**src/rtl/fft16_bitrev_reorder.sv**
```systemverilog
// fft16_bitrev_reorder
//   Output reorder stage for the 16-point radix-2 DIF FFT. The FFT emits bins
//   in bit-reversed order; this block converts every frame to natural order
//   (X[0]..X[N-1]) through a ping-pong buffer of 2 banks x N complex words.
//   One bank fills while the other streams out, so the output is gapless.
//
// Parameters
//   WD  real/imag sample width (signed two's complement)
//   N   points per frame, power of 2, >= 4
//
// Ports
//   clk        system clock, rising edge
//   rst        asynchronous reset, active high
//   in_valid   sin_re/sin_im carry a valid bin this cycle
//   in_sof     with in_valid: bit-reversed sample index 0 of a frame (resync)
//   sin_re/im  input bin, bit-reversed order
//   out_valid  sout_re/sout_im valid (registered)
//   out_sof    marks natural-order bin X[0] (registered)
//   sout_re/im output bin, natural order (registered)
//   sync_err   only with REORDER_SYNC_ERR_EN defined: one-cycle pulse when a
//              frame start arrives mid-frame, or when the first sample after
//              a completed frame lacks in_sof (that frame is still accepted)
//
// Configuration macro: REORDER_SYNC_ERR_EN (adds the sync_err output).
`timescale 1ns/1ps

module fft16_bitrev_reorder #(
    parameter int WD = 12,
    parameter int N  = 16
) (
    input  logic                 clk,
    input  logic                 rst,
    input  logic                 in_valid,
    input  logic                 in_sof,
    input  logic signed [WD-1:0] sin_re,
    input  logic signed [WD-1:0] sin_im,
    output logic                 out_valid,
    output logic                 out_sof,
    output logic signed [WD-1:0] sout_re,
    output logic signed [WD-1:0] sout_im
`ifdef REORDER_SYNC_ERR_EN
    ,
    output logic                 sync_err
`endif
);

    localparam int LOGN = $clog2(N);

    typedef logic [LOGN-1:0] idx_t;
    typedef enum logic { IDLE, READ } state_t;

    localparam idx_t LAST = idx_t'(N - 1);

    function automatic idx_t bitrev(input idx_t i);
        idx_t r;
        r = '0;
        for (int b = 0; b < LOGN; b++) r[b] = i[LOGN-1-b];
        return r;
    endfunction

    // Ping-pong storage, {re, im} per word. Not reset.
    logic [2*WD-1:0] mem [0:1][0:N-1];

    // Write side state
    idx_t       wcnt;
    logic       wb;
    logic [1:0] full;

    // Read side state
    state_t     state;
    logic       rb;
    idx_t       rcnt;

    // ------------------------------------------------------------------
    // Write side: in_sof forces index 0, which silently drops any partial
    // frame already in the current bank (that bank is simply refilled).
    // ------------------------------------------------------------------
    idx_t widx;
    logic wlast;

    always_comb begin
        widx  = in_sof ? '0 : wcnt;
        wlast = in_valid && (widx == LAST);
    end

    always_ff @(posedge clk) begin
        if (in_valid && !rst) mem[wb][bitrev(widx)] <= {sin_re, sin_im};
    end

    // ------------------------------------------------------------------
    // Read side. Leaving IDLE loads X[0] on the same edge, so a bank that
    // becomes FULL on edge T shows X[0] after edge T+1. This also covers a
    // fill completing on the same edge as the last read of the other bank:
    // the read drops to IDLE for zero output cycles and restarts at once.
    // ------------------------------------------------------------------
    logic       pick;       // bank to start from when leaving IDLE
    logic       rd_bank;
    idx_t       rd_idx;
    logic [2*WD-1:0] rd_word;
    logic [1:0] full_set;
    logic [1:0] full_clr;
    logic       rd_last;

    always_comb begin
        pick     = full[0] ? 1'b0 : 1'b1;
        rd_bank  = (state == IDLE) ? pick : rb;
        rd_idx   = (state == IDLE) ? '0 : rcnt;
        rd_word  = mem[rd_bank][rd_idx];
        rd_last  = (state == READ) && (rcnt == LAST);
        full_set = wlast   ? (2'b01 << wb) : 2'b00;
        full_clr = rd_last ? (2'b01 << rb) : 2'b00;
    end

    always_ff @(posedge clk or posedge rst) begin
        if (rst) begin
            wcnt      <= '0;
            wb        <= 1'b0;
            full      <= 2'b00;
            state     <= IDLE;
            rb        <= 1'b0;
            rcnt      <= '0;
            out_valid <= 1'b0;
            out_sof   <= 1'b0;
            sout_re   <= '0;
            sout_im   <= '0;
        end else begin
            if (in_valid) begin
                wcnt <= wlast ? '0 : idx_t'(widx + idx_t'(1));
                if (wlast) wb <= ~wb;
            end

            full <= (full & ~full_clr) | full_set;

            case (state)
                IDLE: begin
                    if (|full) begin
                        state     <= READ;
                        rb        <= pick;
                        rcnt      <= idx_t'(1);
                        out_valid <= 1'b1;
                        out_sof   <= 1'b1;
                        sout_re   <= rd_word[2*WD-1:WD];
                        sout_im   <= rd_word[WD-1:0];
                    end else begin
                        out_valid <= 1'b0;
                        out_sof   <= 1'b0;
                    end
                end
                READ: begin
                    out_valid <= 1'b1;
                    out_sof   <= (rcnt == '0);
                    sout_re   <= rd_word[2*WD-1:WD];
                    sout_im   <= rd_word[WD-1:0];
                    if (rd_last) begin
                        // Other bank already waiting: continue without a bubble.
                        if (full[~rb]) begin
                            rb   <= ~rb;
                            rcnt <= '0;
                        end else begin
                            state <= IDLE;
                            rcnt  <= '0;
                        end
                    end else begin
                        rcnt <= idx_t'(rcnt + idx_t'(1));
                    end
                end
                default: state <= IDLE;
            endcase
        end
    end

`ifdef REORDER_SYNC_ERR_EN
    // wrap_pend: a frame just completed, so the next valid sample should
    // carry in_sof.
    logic wrap_pend;

    always_ff @(posedge clk or posedge rst) begin
        if (rst) begin
            sync_err  <= 1'b0;
            wrap_pend <= 1'b0;
        end else if (in_valid) begin
            sync_err  <= (in_sof && (wcnt != '0)) || (!in_sof && wrap_pend);
            wrap_pend <= wlast;
        end else begin
            sync_err  <= 1'b0;
        end
    end
`endif

endmodule

```
**config.mk**
```make
export PLATFORM = sky130hd
export DESIGN_NAME = fft16_bitrev_reorder
export DESIGN_NICKNAME = d
export VERILOG_FILES = /design/src/rtl/fft16_bitrev_reorder.sv
export SDC_FILE = /design/constraint.sdc
export NUM_CORES = 1
export LEC_CHECK = 0
export ABC_CLOCK_PERIOD_IN_PS = 3200
export CAP_MARGIN = 10
export CORE_ASPECT_RATIO = 0.7
export CORE_MARGIN = 2
export CORE_UTILIZATION = 56
export CTS_CLUSTER_SIZE = 25
export DETAILED_ROUTE_END_ITERATION = 8
export PLACE_DENSITY = 0.76
export SYNTH_ARGS = -nofsm -noshare
export SYNTH_HDL_FRONTEND = slang
export SYNTH_SLANG_ARGS = --single-unit
```
**constraint.sdc**
```tcl
create_clock -name clk -period 3.2 [get_ports clk]
set_clock_uncertainty 0.1 [all_clocks]
set_input_delay 0.48 -clock clk [delete_from_list [all_inputs] [get_ports clk]]
set_output_delay 0.48 -clock clk [all_outputs]
set_load 0.05 [all_outputs]
```
==> run metrics, run 1 <==
status=finished, final reports clean; Synth top area share=72.8%; async set or reset register ratio after synthesis=4.83%; Leak=12.8 nW; Rows=72; largest cells by area after synthesis=edfxtp_1 73%, mux2i_1 5.3%, mux4_2 3.4%, dfrtp_1 3.1%, a21oi_1 1.6%; Die Height=203 µm; most common cell after layout, fill and taps aside=edfxtp_1; Final nets=1,925; number of gates resized after cts=0; routed via count=17,720; CTS tree=done; Synthesized Nets=1,804; vias per inst=6.59; CP Launch Type=flip-flop; class of the most critical setup path=reg -> reg; total core area=55,600 µm²; vias in the first global route=17,141; final worst-path cycle share=84.1%; CTS hold repair buffers=0; register area share after synthesis=75.9%; Mapped Area=31,700 µm²; Post-synth EDFFs=768; DRT Pass-1 Iters=6; GRT Resource Usage Total=26.8%; width of the die=288 µm; post-synthesis cell type count=41; input/output buffers=53; VDD IR-drop max=0.000477 V; Tightest Pin Transition=0.876 ns; clock transition at the registers of the reported paths=0.07 ns; P per Cell Area=699 nW/µm²; Initial DRC Count=2,565; detailed placement HPWL=46,700 µm; Worst Path Arrival=3.04 ns; slew margin rel.=41.6%; RSZ-0062 raised after global routing=false; final WL=77,300 µm; crit end category=flip-flop; Fillers=3,549; clock latency at the later pin of the worst-skew pair=0.60 ns; CTS buffer count=71; DRC viols=0; Post-Synthesis Cells=1,770; Top FF cell, synth=edfxtp_1; endpoints failing setup=0; antenna viol nets, final=0; Max-cap violations=0; clock root buffer=clkbuf_16; Placer Congestion=0.934; initial core utilization=57.0%; Hold WC Path Type=in -> async; Pins Over Slew Limit=0; post-CTS setup buffers=0; placed cells=2,558; CTS Buffer Depth=3; Hold Slack=0.410 ns; setup TNS=0 ns; Non-Filler Instances=2,688; Final Hold Fails=0; ant diodes=0; CP required=3.55 ns; most frequent cells in the layout=768 x edfxtp_1, 169 x mux2i_1, 100 x a21oi_1, 80 x buf_4, 75 x nor2b_1; fin crit period=2.69 ns; # IOs=54; Mapped Avg Cell Area=17.9 µm²; Max FO, Critical Path=26; largest net degree at the start of global routing=111; largest area contributor in the netlist=edfxtp_1; WL/cell=28.8 µm; total die area=58,500 µm²; Peak Freq=0.372 GHz; aggregate global routing overflow=0; Area Growth Syn to Fin=14.7%; register bit total from synthesis=807; depth of the CTS H-tree=3; initial antenna violation count=1; share of cells above drive strength 1=18.0%; global-route wire length before repair=114,000 µm; clk sinks=807; yosys synthesis warning count=0
## power breakdown
group	switching (mW)	leakage [nW]	internal, mW
Combinational	2.64	4.26	1.61
Clock	3.72	1.19	5.29
Sequential	0.345	7.37	11.8
Total	6.71	12.8	18.7
## metal layers
layer  vias up  global-route usage (%)  share of wire (%)
li1       7438                       -                  -
met1      8988                    40.9                 41
met2      1138                    39.4                 45
met3       154                    5.92                 11
met4         2                    7.68                2.9
met5         -                       0              0.013
## registers in the layout, summed over array words and instances, names as in the netlist
signal	flops
full	2
mem	768
out_sof	1
out_valid	1
rb	1
rcnt	4
sout_im	12
sout_re	12
state	1
wb	1
wcnt	4
## synthesized netlist by cell type, types with 4 or more instances
master,n
a211oi_1,48
a21oi_1,101
a221o_1,48
a221oi_1,4
a221oi_2,20
a222oi_1,24
a22oi_1,48
a31oi_1,27
buf_1,4
buf_2,37
buf_4,8
buf_6,6
clkbuf_1,59
dfrtp_1,39
edfxtp_1,768
ha_1,6
inv_1,9
mux2_2,24
mux2i_1,169
mux4_2,48
nand2_1,46
nand3_1,12
nor2_1,57
nor2b_1,75
nor3_1,6
o21ai_0,11
o2bb2ai_1,24
or3_1,24
## critical path: stages (launching register included)
cell and delay (ns):
dfrtp_4 0.69, and3b_2 0.33, buf_12 0.17, a222oi_1 0.69, o2bb2ai_1 0.20, or3_1 0.27, a221oi_2 0.08
## path summary, 6_finish.rpt
| path | slack, ns | start | cells past startpoint | endpoint |
|---|---|---|---|---|
| max in group asynchronous | 1.98 | rst | 3 | rb |
| setup reg to reg | 0.51 | rcnt[0] | 6 | sout_re[7] |
| min in group clk | 0.46 | sin_re[7] | 1 | mem[0][43] |
| setup / recovery | 0.51 | rcnt[0] | 6 | sout_re[7] |
| hold reg to reg | 0.48 | full[1] | 2 | full[1] |
| hold / removal | 0.41 | rst | 2 | sout_re[1] |
## area by class of cell
| class | instances | area [µm²] | share of cell area [%] |
|---|---|---|---|
| clock buffer | 92 | 1910 | 5.25 |
| clock inverter | 38 | 524 | 1.44 |
| inverter | 10 | 37.5 | 0.103 |
| multi-input combinational | 839 | 7200 | 19.8 |
| sequential | 807 | 24000 | 66.2 |
| tap | 740 | 926 | 2.55 |
| timing repair buffer | 162 | 1710 | 4.70 |
## cells by family after synthesis
group	count (synthesis)	synth area share [%]
DFF	807	75.9
AOI/OAI and AO/OA	358	8.64
muxes	241	9.60
and+or+nand+nor	233	3.79
buffers and inverters	124	1.85
adders and majority gates	6	0.237
xor gates and xnor gates	1	0.0276
## metrics by stage
| stage | setup WS, ns | power (mW) | utilization (%) | instance area, µm² |
|---|---|---|---|---|
| after CTS | 0.538 | 25.4 | 65.4 | 36300 |
| final | 0.508 | 25.4 | 65.4 | 36300 |
| after global routing | 0.430 | 26.1 | 65.4 | 36300 |
| after floorplan | -0.0883 | 15.0 | - | 31700 |
| after detailed placement | 0.406 | 16.6 | 61.0 | 33900 |
| after global placement | 0.492 | 16.5 | 61.0 | 33900 |
(Power assumes the default switching activity.)
==> run 2: changes to the inputs <==
==> config.mk (replaced) <==
export PLATFORM = sky130hd
export DESIGN_NAME = fft16_bitrev_reorder
export DESIGN_NICKNAME = d
export VERILOG_FILES = /design/src/rtl/fft16_bitrev_reorder.sv
export SDC_FILE = /design/constraint.sdc
export NUM_CORES = 1
export LEC_CHECK = 0
export ABC_CLOCK_PERIOD_IN_PS = 2700
export CAP_MARGIN = 10
export CORE_ASPECT_RATIO = 0.7
export CORE_MARGIN = 2
export CORE_UTILIZATION = 60
export CTS_CLUSTER_SIZE = 25
export DETAILED_ROUTE_END_ITERATION = 8
export PLACE_DENSITY = 0.77
export SYNTH_ARGS = -nofsm -noshare
export SYNTH_HDL_FRONTEND = slang
export SYNTH_SLANG_ARGS = --single-unit
==> constraint.sdc (replaced) <==
create_clock -name clk -period 2.7 [get_ports clk]
set_clock_uncertainty 0.1 [all_clocks]
set_input_delay 0.405 -clock clk [delete_from_list [all_inputs] [get_ports clk]]
set_output_delay 0.405 -clock clk [all_outputs]
set_load 0.05 [all_outputs]
==> run metrics, run 2 (synthesis results as in run 1) <==
biggest regs=mem x768, sout_im x12, sout_re x12; class of the most critical setup path=reg -> reg; multi-input logic area=7200 µm²; Post-Place Worst Slack=0.0693 ns; critical path cell sequence=buf_12 -> nor3_1 -> clkinv_1 -> buf_4 -> nor2_1 -> a221oi_2; share of cells above drive strength 1=17.8%; Area Growth Syn to Fin=14.8%; input/output buffers=53; number of flip-flops under the largest register name=768; Die Height=196 µm; most flop-heavy register=mem; CP Launch Type=flip-flop; Rows=70; Max FO, Critical Path=18; endpoints failing setup=0; crit end category=flip-flop; Pins Over Slew Limit=0; Hold Slack=0.300 ns; clock root buffer=clkbuf_16; Final nets=1,929; CTS buffer count=73; depth of the CTS H-tree=3; detailed placement HPWL=46,500 µm; CTS tree=done; largest net degree at the start of global routing=68; clock latency at the later pin of the worst-skew pair=0.62 ns; post-CTS setup buffers=0; final WL=75,300 µm; Max-cap violations=0; DRT Pass-1 Iters=6; fin area=36,400 µm²; clock transition at the registers of the reported paths=0.06 ns; Leak=12.8 nW; DRC viols=0; Final Hold Fails=0; Hold WC Path Type=in -> async; GRT Resource Usage Total=28.2%; initial core utilization=60.7%; most common cell after layout, fill and taps aside=edfxtp_1; clk sinks=807; total die area=54,700 µm²; total core area=52,200 µm²; initial antenna violation count=2; P per Cell Area=818 nW/µm²; aggregate global routing overflow=0; Fillers=3,126; Tightest Pin Transition=1.03 ns; Peak Freq=0.379 GHz; global-route wire length before repair=112,000 µm; Worst Path Arrival=3.02 ns; Reg area=24,000 µm²; vias per inst=6.70; fin crit period=2.64 ns; status=finished, final reports clean; Placer Congestion=0.886; Critical-path top delay cell=nor3_1; final worst-path cycle share=97.7%; utilization after layout=69.7%; most frequent cells in the layout=768 x edfxtp_1, 169 x mux2i_1, 100 x a21oi_1, 77 x clkbuf_16, 75 x nor2b_1; CP required=3.08 ns; CTS hold repair buffers=0; R2R depth=6; WL/cell=28.6 µm; width of the die=279 µm; Power, Total=29.7 mW; post-placement cell area=34,000 µm²; RSZ-0062 raised after global routing=false; CTS Buffer Depth=3; # IOs=54; slew margin rel.=30.9%; ant diodes=0; number of gates resized after cts=0; routed via count=17,651; Initial DRC Count=2,642; antenna viol nets, final=0; VDD IR-drop max=0.000508 V; vias in the first global route=16,968; crit-path max cell delay=0.82 ns; worst setup margin=0.0617 ns
==> run 2: cell count changes in the layout (fill, tap and decap cells not counted), sizes merged <==
| cell | delta |
|---|---|
| clkinv | +7 |
| inv | -2 |
| clkbuf | +2 |
| bufinv | -6 |
| buf | +1 |
| clkdlybuf4s50 | +1 |
==> run 2: layout make-up <==
| type | count | share of cell area, % |
|---|---|---|
| clock buffer | 94 | 5.47 |
| clock inverter | 37 | 0.977 |
| inverter | 10 | 0.103 |
| multi-input combinational | 839 | 19.8 |
| sequential | 807 | 66.1 |
| tap | 684 | 2.35 |
| timing repair buffer | 164 | 5.23 |
==> run 2: power by group <==
part	internal (mW)	switching, mW
clock network	5.88	4.36
registers	14.0	0.322
logic	1.99	3.21
==> run 2: final timing paths <==
check	end	start	slack (ns)
min in group clk	wcnt[3]	in_sof	0.45
hold reg to reg	wcnt[1]	wcnt[1]	0.46
hold / removal	sout_re[6]	rst	0.30
max in group asynchronous	out_sof	rst	1.56
setup / recovery	sout_re[5]	full[0]	0.06
setup reg to reg	sout_re[5]	full[0]	0.06
==> run 2: metal layers <==
layer	vias up	part of all wire (%)	global-route usage, %
met5	-	0	0
met4	0	2.3	8.02
met1	8945	42	43.7
met3	125	11	4.81
li1	7453	-	-
met2	1128	45	41.7
==> run 2: metrics by stage <==
step	cells	TNS [ns]
CTS	2635	0
floorplan	1770	-26.73
detailed placement	2504	0
global route	2635	0
finish	2635	0
global placement	2504	0
==> run 2: critical path: cells and delay by family, from the launching register on <==
family / cells / cell delay [ns]
DFF: 1 / 0.56
buffers and inverters: 3 / 0.77
and+or+nand+nor: 2 / 1.00
AOI/OAI and AO/OA: 1 / 0.05
==> run 3: changes to the inputs <==
--- a/config.mk
+++ b/config.mk
@@ -12,6 +12,7 @@
 export CORE_UTILIZATION = 60
 export CTS_CLUSTER_SIZE = 25
 export DETAILED_ROUTE_END_ITERATION = 8
+export HOLD_SLACK_MARGIN = 0.15
 export PLACE_DENSITY = 0.77
 export SYNTH_ARGS = -nofsm -noshare
 export SYNTH_HDL_FRONTEND = slang
==> results of run 3 <==
The final DEF is identical to that of run 2; final timing and power are the same.
==> patch 1, RTL diff (config.mk and constraints of run 1) <==
Build with the macro `REORDER_SYNC_ERR_EN` defined.
--- a/src/rtl/fft16_bitrev_reorder.sv
+++ b/src/rtl/fft16_bitrev_reorder.sv
@@ -23,6 +23,8 @@
 //
 // Configuration macro: REORDER_SYNC_ERR_EN (adds the sync_err output).
 `timescale 1ns/1ps
+
+`define REORDER_SYNC_ERR_EN
 
 module fft16_bitrev_reorder #(
     parameter int WD = 12,
Formal check against the unedited RTL (old outputs only; new: sync_err): no difference found for any inputs over 4 cycles, from zero or initial values and one cycle with rst high; that may be too few to reach the edited logic, so the function may still have changed.
==> patch 1 against run 1 <==
- power is 2.0% lower
- synthesized area is 0.30% higher
- setup slack worse by 0.034 ns
- sequential cell count is 2 higher
- final area is 0.22% higher
- combinational power is 2% lower
- routed wire length is 3.9% lower
- critical path type unchanged
- largest cell class unchanged
- largest power group unchanged
- highest routed layer unchanged
==> patch 1: results (changes against run 1) <==
pre-CTS setup slack 0.2973 ns (-0.1086 ns); initial antenna violation count 2 (+1); leakage 12.79 nW (-0.19%); DP Area 0.03409 mm2 (+0.52%); reg2reg path depth 7 (+1); Detail Route met3 WL 7.143 mm (-19%); routing usage on met3 5.671% (-0.25 points); syn_nets 1,814 (+0.55%); met1 usage 38.24% (-2.6 points); reg2reg setup slack 0.47 ns (-0.03 ns); vias per cell 6.429 (-2.5%); input/output buffers 54 (+1.9%); global-route wire length before repair 110.5 mm (-3.1%); hpwl dp 44.48 mm (-4.8%); ranking of synthesized cells by area edfxtp_1, mux2i_1, mux4_2, dfrtp_1, a21oi_1; layout cell share with drive strength beyond 1 17.68% (-0.29 points); top post-synthesis cells by count edfxtp_1, mux2i_1, a21oi_1, nor2b_1, clkbuf_1; initial core utilization 56.31% (-0.70 points); global placement routability congestion 0.9208 (-1.4%); non-filler cells, final 2,707 (+0.71%); status complete, no violations; Min Hold Slack 0.4296 ns (+0.01981 ns); Synth Area in Compound Gates 8.664% (+0.025 points); met2 WL post-DR 34.47 mm (-0.48%); post-synthesis average cell area 17.86 um2 (-0.26%); pin count of the biggest net entering global routing 99 (-11%)
[patch 1: cell types whose count changed after synthesis, sizes merged, moves of 2 or more]
cell    change
nor3       +12
dfrtp       +2
nor2        -9
o21ai       +3
or4         -2
clkbuf      +3
[patch 1: cell type report]
class                   instances  area, um2
clock inverters                35      277.8
repair buffers                158       1684
well taps                     750      938.4
fillers                      3727      20020
clock buffers                 101       2057
multi-input cells             843       7332
inverters                      11      41.29
flip-flops and latches        809      24100
[patch 1: power groups by stage]
stage	clock, W	sequential, W	combinational (W)
floorplan	0	0.0127	0.00231
global placement	0	0.0124	0.00407
detailed placement	0	0.0124	0.00413
CTS	0.00864	0.0122	0.00417
global route	0.00904	0.0122	0.00439
finish	0.00854	0.0122	0.00418
[patch 1: worst max-delay path, stage by stage (launching register included)]
cell,delay (ns)
dfrtp_4,0.74
buf_4,0.42
nand3_1,0.18
buf_4,0.25
a211oi_1,0.31
a21oi_1,0.16
a21oi_1,0.30
a221oi_2,0.11
==> patch 2, RTL diff (flow settings as in run 1) <==
Without the edit above. Add an input register stage for `sin_re`; this delays it by one clock. The other inputs are not delayed to match. Comments in the files are not updated.
--- a/src/rtl/fft16_bitrev_reorder.sv
+++ b/src/rtl/fft16_bitrev_reorder.sv
@@ -51,6 +51,12 @@
 
     localparam idx_t LAST = idx_t'(N - 1);
 
+    logic signed [WD-1:0] sin_re_q;
+
+    always_ff @(posedge clk) begin
+        sin_re_q <= sin_re;
+    end
+
     function automatic idx_t bitrev(input idx_t i);
         idx_t r;
         r = '0;
@@ -84,7 +90,7 @@
     end
 
     always_ff @(posedge clk) begin
-        if (in_valid && !rst) mem[wb][bitrev(widx)] <= {sin_re, sin_im};
+        if (in_valid && !rst) mem[wb][bitrev(widx)] <= {sin_re_q, sin_im};
     end
 
     // ------------------------------------------------------------------
Function: same outputs for any inputs over 10 cycles, from zero or initial values and one cycle with rst high; that may be too few to reach the edited logic, so the function may still have changed.
==> patch 2 against run 1 <==
- global-route usage increased by 0.15 points
- largest cell class unchanged
- critical path type unchanged
- via count about the same
- die area increased by 0.75%
- setup slack got worse by 0.036 ns
- routed wire length increased by 0.56%
- synthesized area increased by 0.76%
- power increased by 0.72%
- final area increased by 0.48%
- fmax decreased by 1.3%
- sequential cell count increased by 12
==> patch 2: results (changes against run 1) <==
vias in the first global route 17,350 (+1.2%); initial antenna violation count 0 (-1); max incr delay on CP 0.64 ns (-0.05 ns); mux cell area share after synthesis 9.530% (-0.073 points); Worst VDD drop 0.4920 mV (+3.2%); Skew-Pair Late Insertion Delay 0.63 ns (+0.03 ns); layout cell share with drive strength beyond 1 17.72% (-0.25 points); most frequently used flop master after synthesis edfxtp_1; vias per cell 6.519 (-1.1%); Final nets 1,943 (+0.94%); async set-reset flop share out of synthesis 4.762% (-0.071 points); number of DRC markers in iteration 0 2,545 (-0.78%); global placement routability congestion 0.8834 (-5.4%); normalized max-slew margin 24.46% (-17 points); min-delay worst type input port to flop; Seq/Total Area, Yosys 76.03% (+0.18 points); library cells used by synthesis 42 (+2.4%); status complete, no violations; CP arrival 3.10 ns (+0.06 ns); pin count of the biggest net entering global routing 88 (-21%); adder-cell area share of the yosys netlist 0.2351% (-0.0018 points); Tot GR Track Use 27.00% (+0.15 points); largest register by flop count mem; DP Area 0.03410 mm2 (+0.53%); ranking of synthesized cells by area edfxtp_1, mux2i_1, mux4_2, dfrtp_1, a21oi_1; clock slew at reported path FFs ~0.060 ns; postcts setup bufs 0 (unchanged); P_sw 0.006917 W (+3.2%); Post-Synth XOR/XNOR Area 0.02743% (-0.00021 points); hpwl dp 48.19 mm (+3.2%); leakage 12.89 nW (+0.62%); first-pass iteration count of the detailed router 7 (+1); reg2reg path depth 7 (+1); Layout fillers 3,744 (+5.5%); drt total wl 77.72 mm (+0.56%); Num CTS Buffers 76 (+7.0%); max FFs per register 768 (unchanged); Synth Area in Compound Gates 8.574% (-0.065 points); syn_nets 1,816 (+0.67%); global-route wire length before repair 115.7 mm (+1.4%)
-- patch 2: cell types whose count changed after synthesis --
cell | run 1 | this run
dfxtp_1 | 0 | 12
buf_1 | 4 | 3
buf_2 | 37 | 38
-- patch 2: final timing paths --
check	end	from	slack, ns
setup reg to reg	sout_re[10]$_DFFE_PP0P_	rcnt[0]$_DFFE_PP0P_	0.47
hold / removal	sin_re_q[7]$_DFF_P_	sin_re[7]	0.19
setup / recovery	sout_re[10]$_DFFE_PP0P_	rcnt[0]$_DFFE_PP0P_	0.47
min in group asynchronous	rb$_DFFE_PP0P_	rst	0.33
max in group asynchronous	full[0]$_DFF_PP0_	rst	2.01
hold reg to reg	wcnt[1]$_DFFE_PP0P_	wcnt[1]$_DFFE_PP0P_	0.49
-- patch 2: area by class of cell --
class / instances / area, um2 / share of cell area (%)
Clock buffer: 97 / 2002 / 5.482
Clock inverter: 42 / 424.2 / 1.161
Inverter: 10 / 37.54 / 0.1028
Multi-Input combinational cell: 839 / 7198 / 19.71
Sequential cell: 819 / 24290 / 66.51
Tap cell: 750 / 938.4 / 2.569
Timing Repair Buffer: 163 / 1632 / 4.467
-- patch 2: cell families after synthesis --
family,Yosys count
buffers and inverters,124
and+or+nand+nor,233
adders and majority gates,6
xor gates and xnor gates,1
DFF,819
muxes,241
AOI/OAI and AO/OA,358
-- patch 2: worst max-delay path: cells and delay by family (launching register included) --
family	cells	cell delay, ns
buf+inv	2	0.63
flops	1	0.64
compound gates	4	0.78
simple gates	1	0.39
-- patch 2: routing by layer --
metal	track usage [%]	wire length [um]	vias up
met3	5.268	8144	122
met5	0	0	-
met4	6.885	1710	0
met2	39.88	35390	1086
li1	-	-	7497
met1	41.68	32480	9026
-- patch 2: through the flow --
step	setup WS (ns)	cells	hold slack [ns]	setup TNS, ns
after global placement	0.4586	2581	0.4613	0
after detailed placement	0.3574	2581	0.4508	0
final	0.4719	2720	0.1888	0
after CTS	0.4825	2720	0.1628	0
after floorplan	-0.08830	1782	0.3886	-4.238
after global routing	0.3305	2720	0.1808	0
-- patch 2: power groups by stage --
stage | combinational, W | clock (W) | sequential [W]
floorplan | 0.00230 | 0 | 0.0129
global placement | 0.00423 | 0 | 0.0125
detailed placement | 0.00431 | 0 | 0.0125
CTS | 0.00435 | 0.00900 | 0.0123
global route | 0.00454 | 0.00943 | 0.0123
finish | 0.00435 | 0.00893 | 0.0123
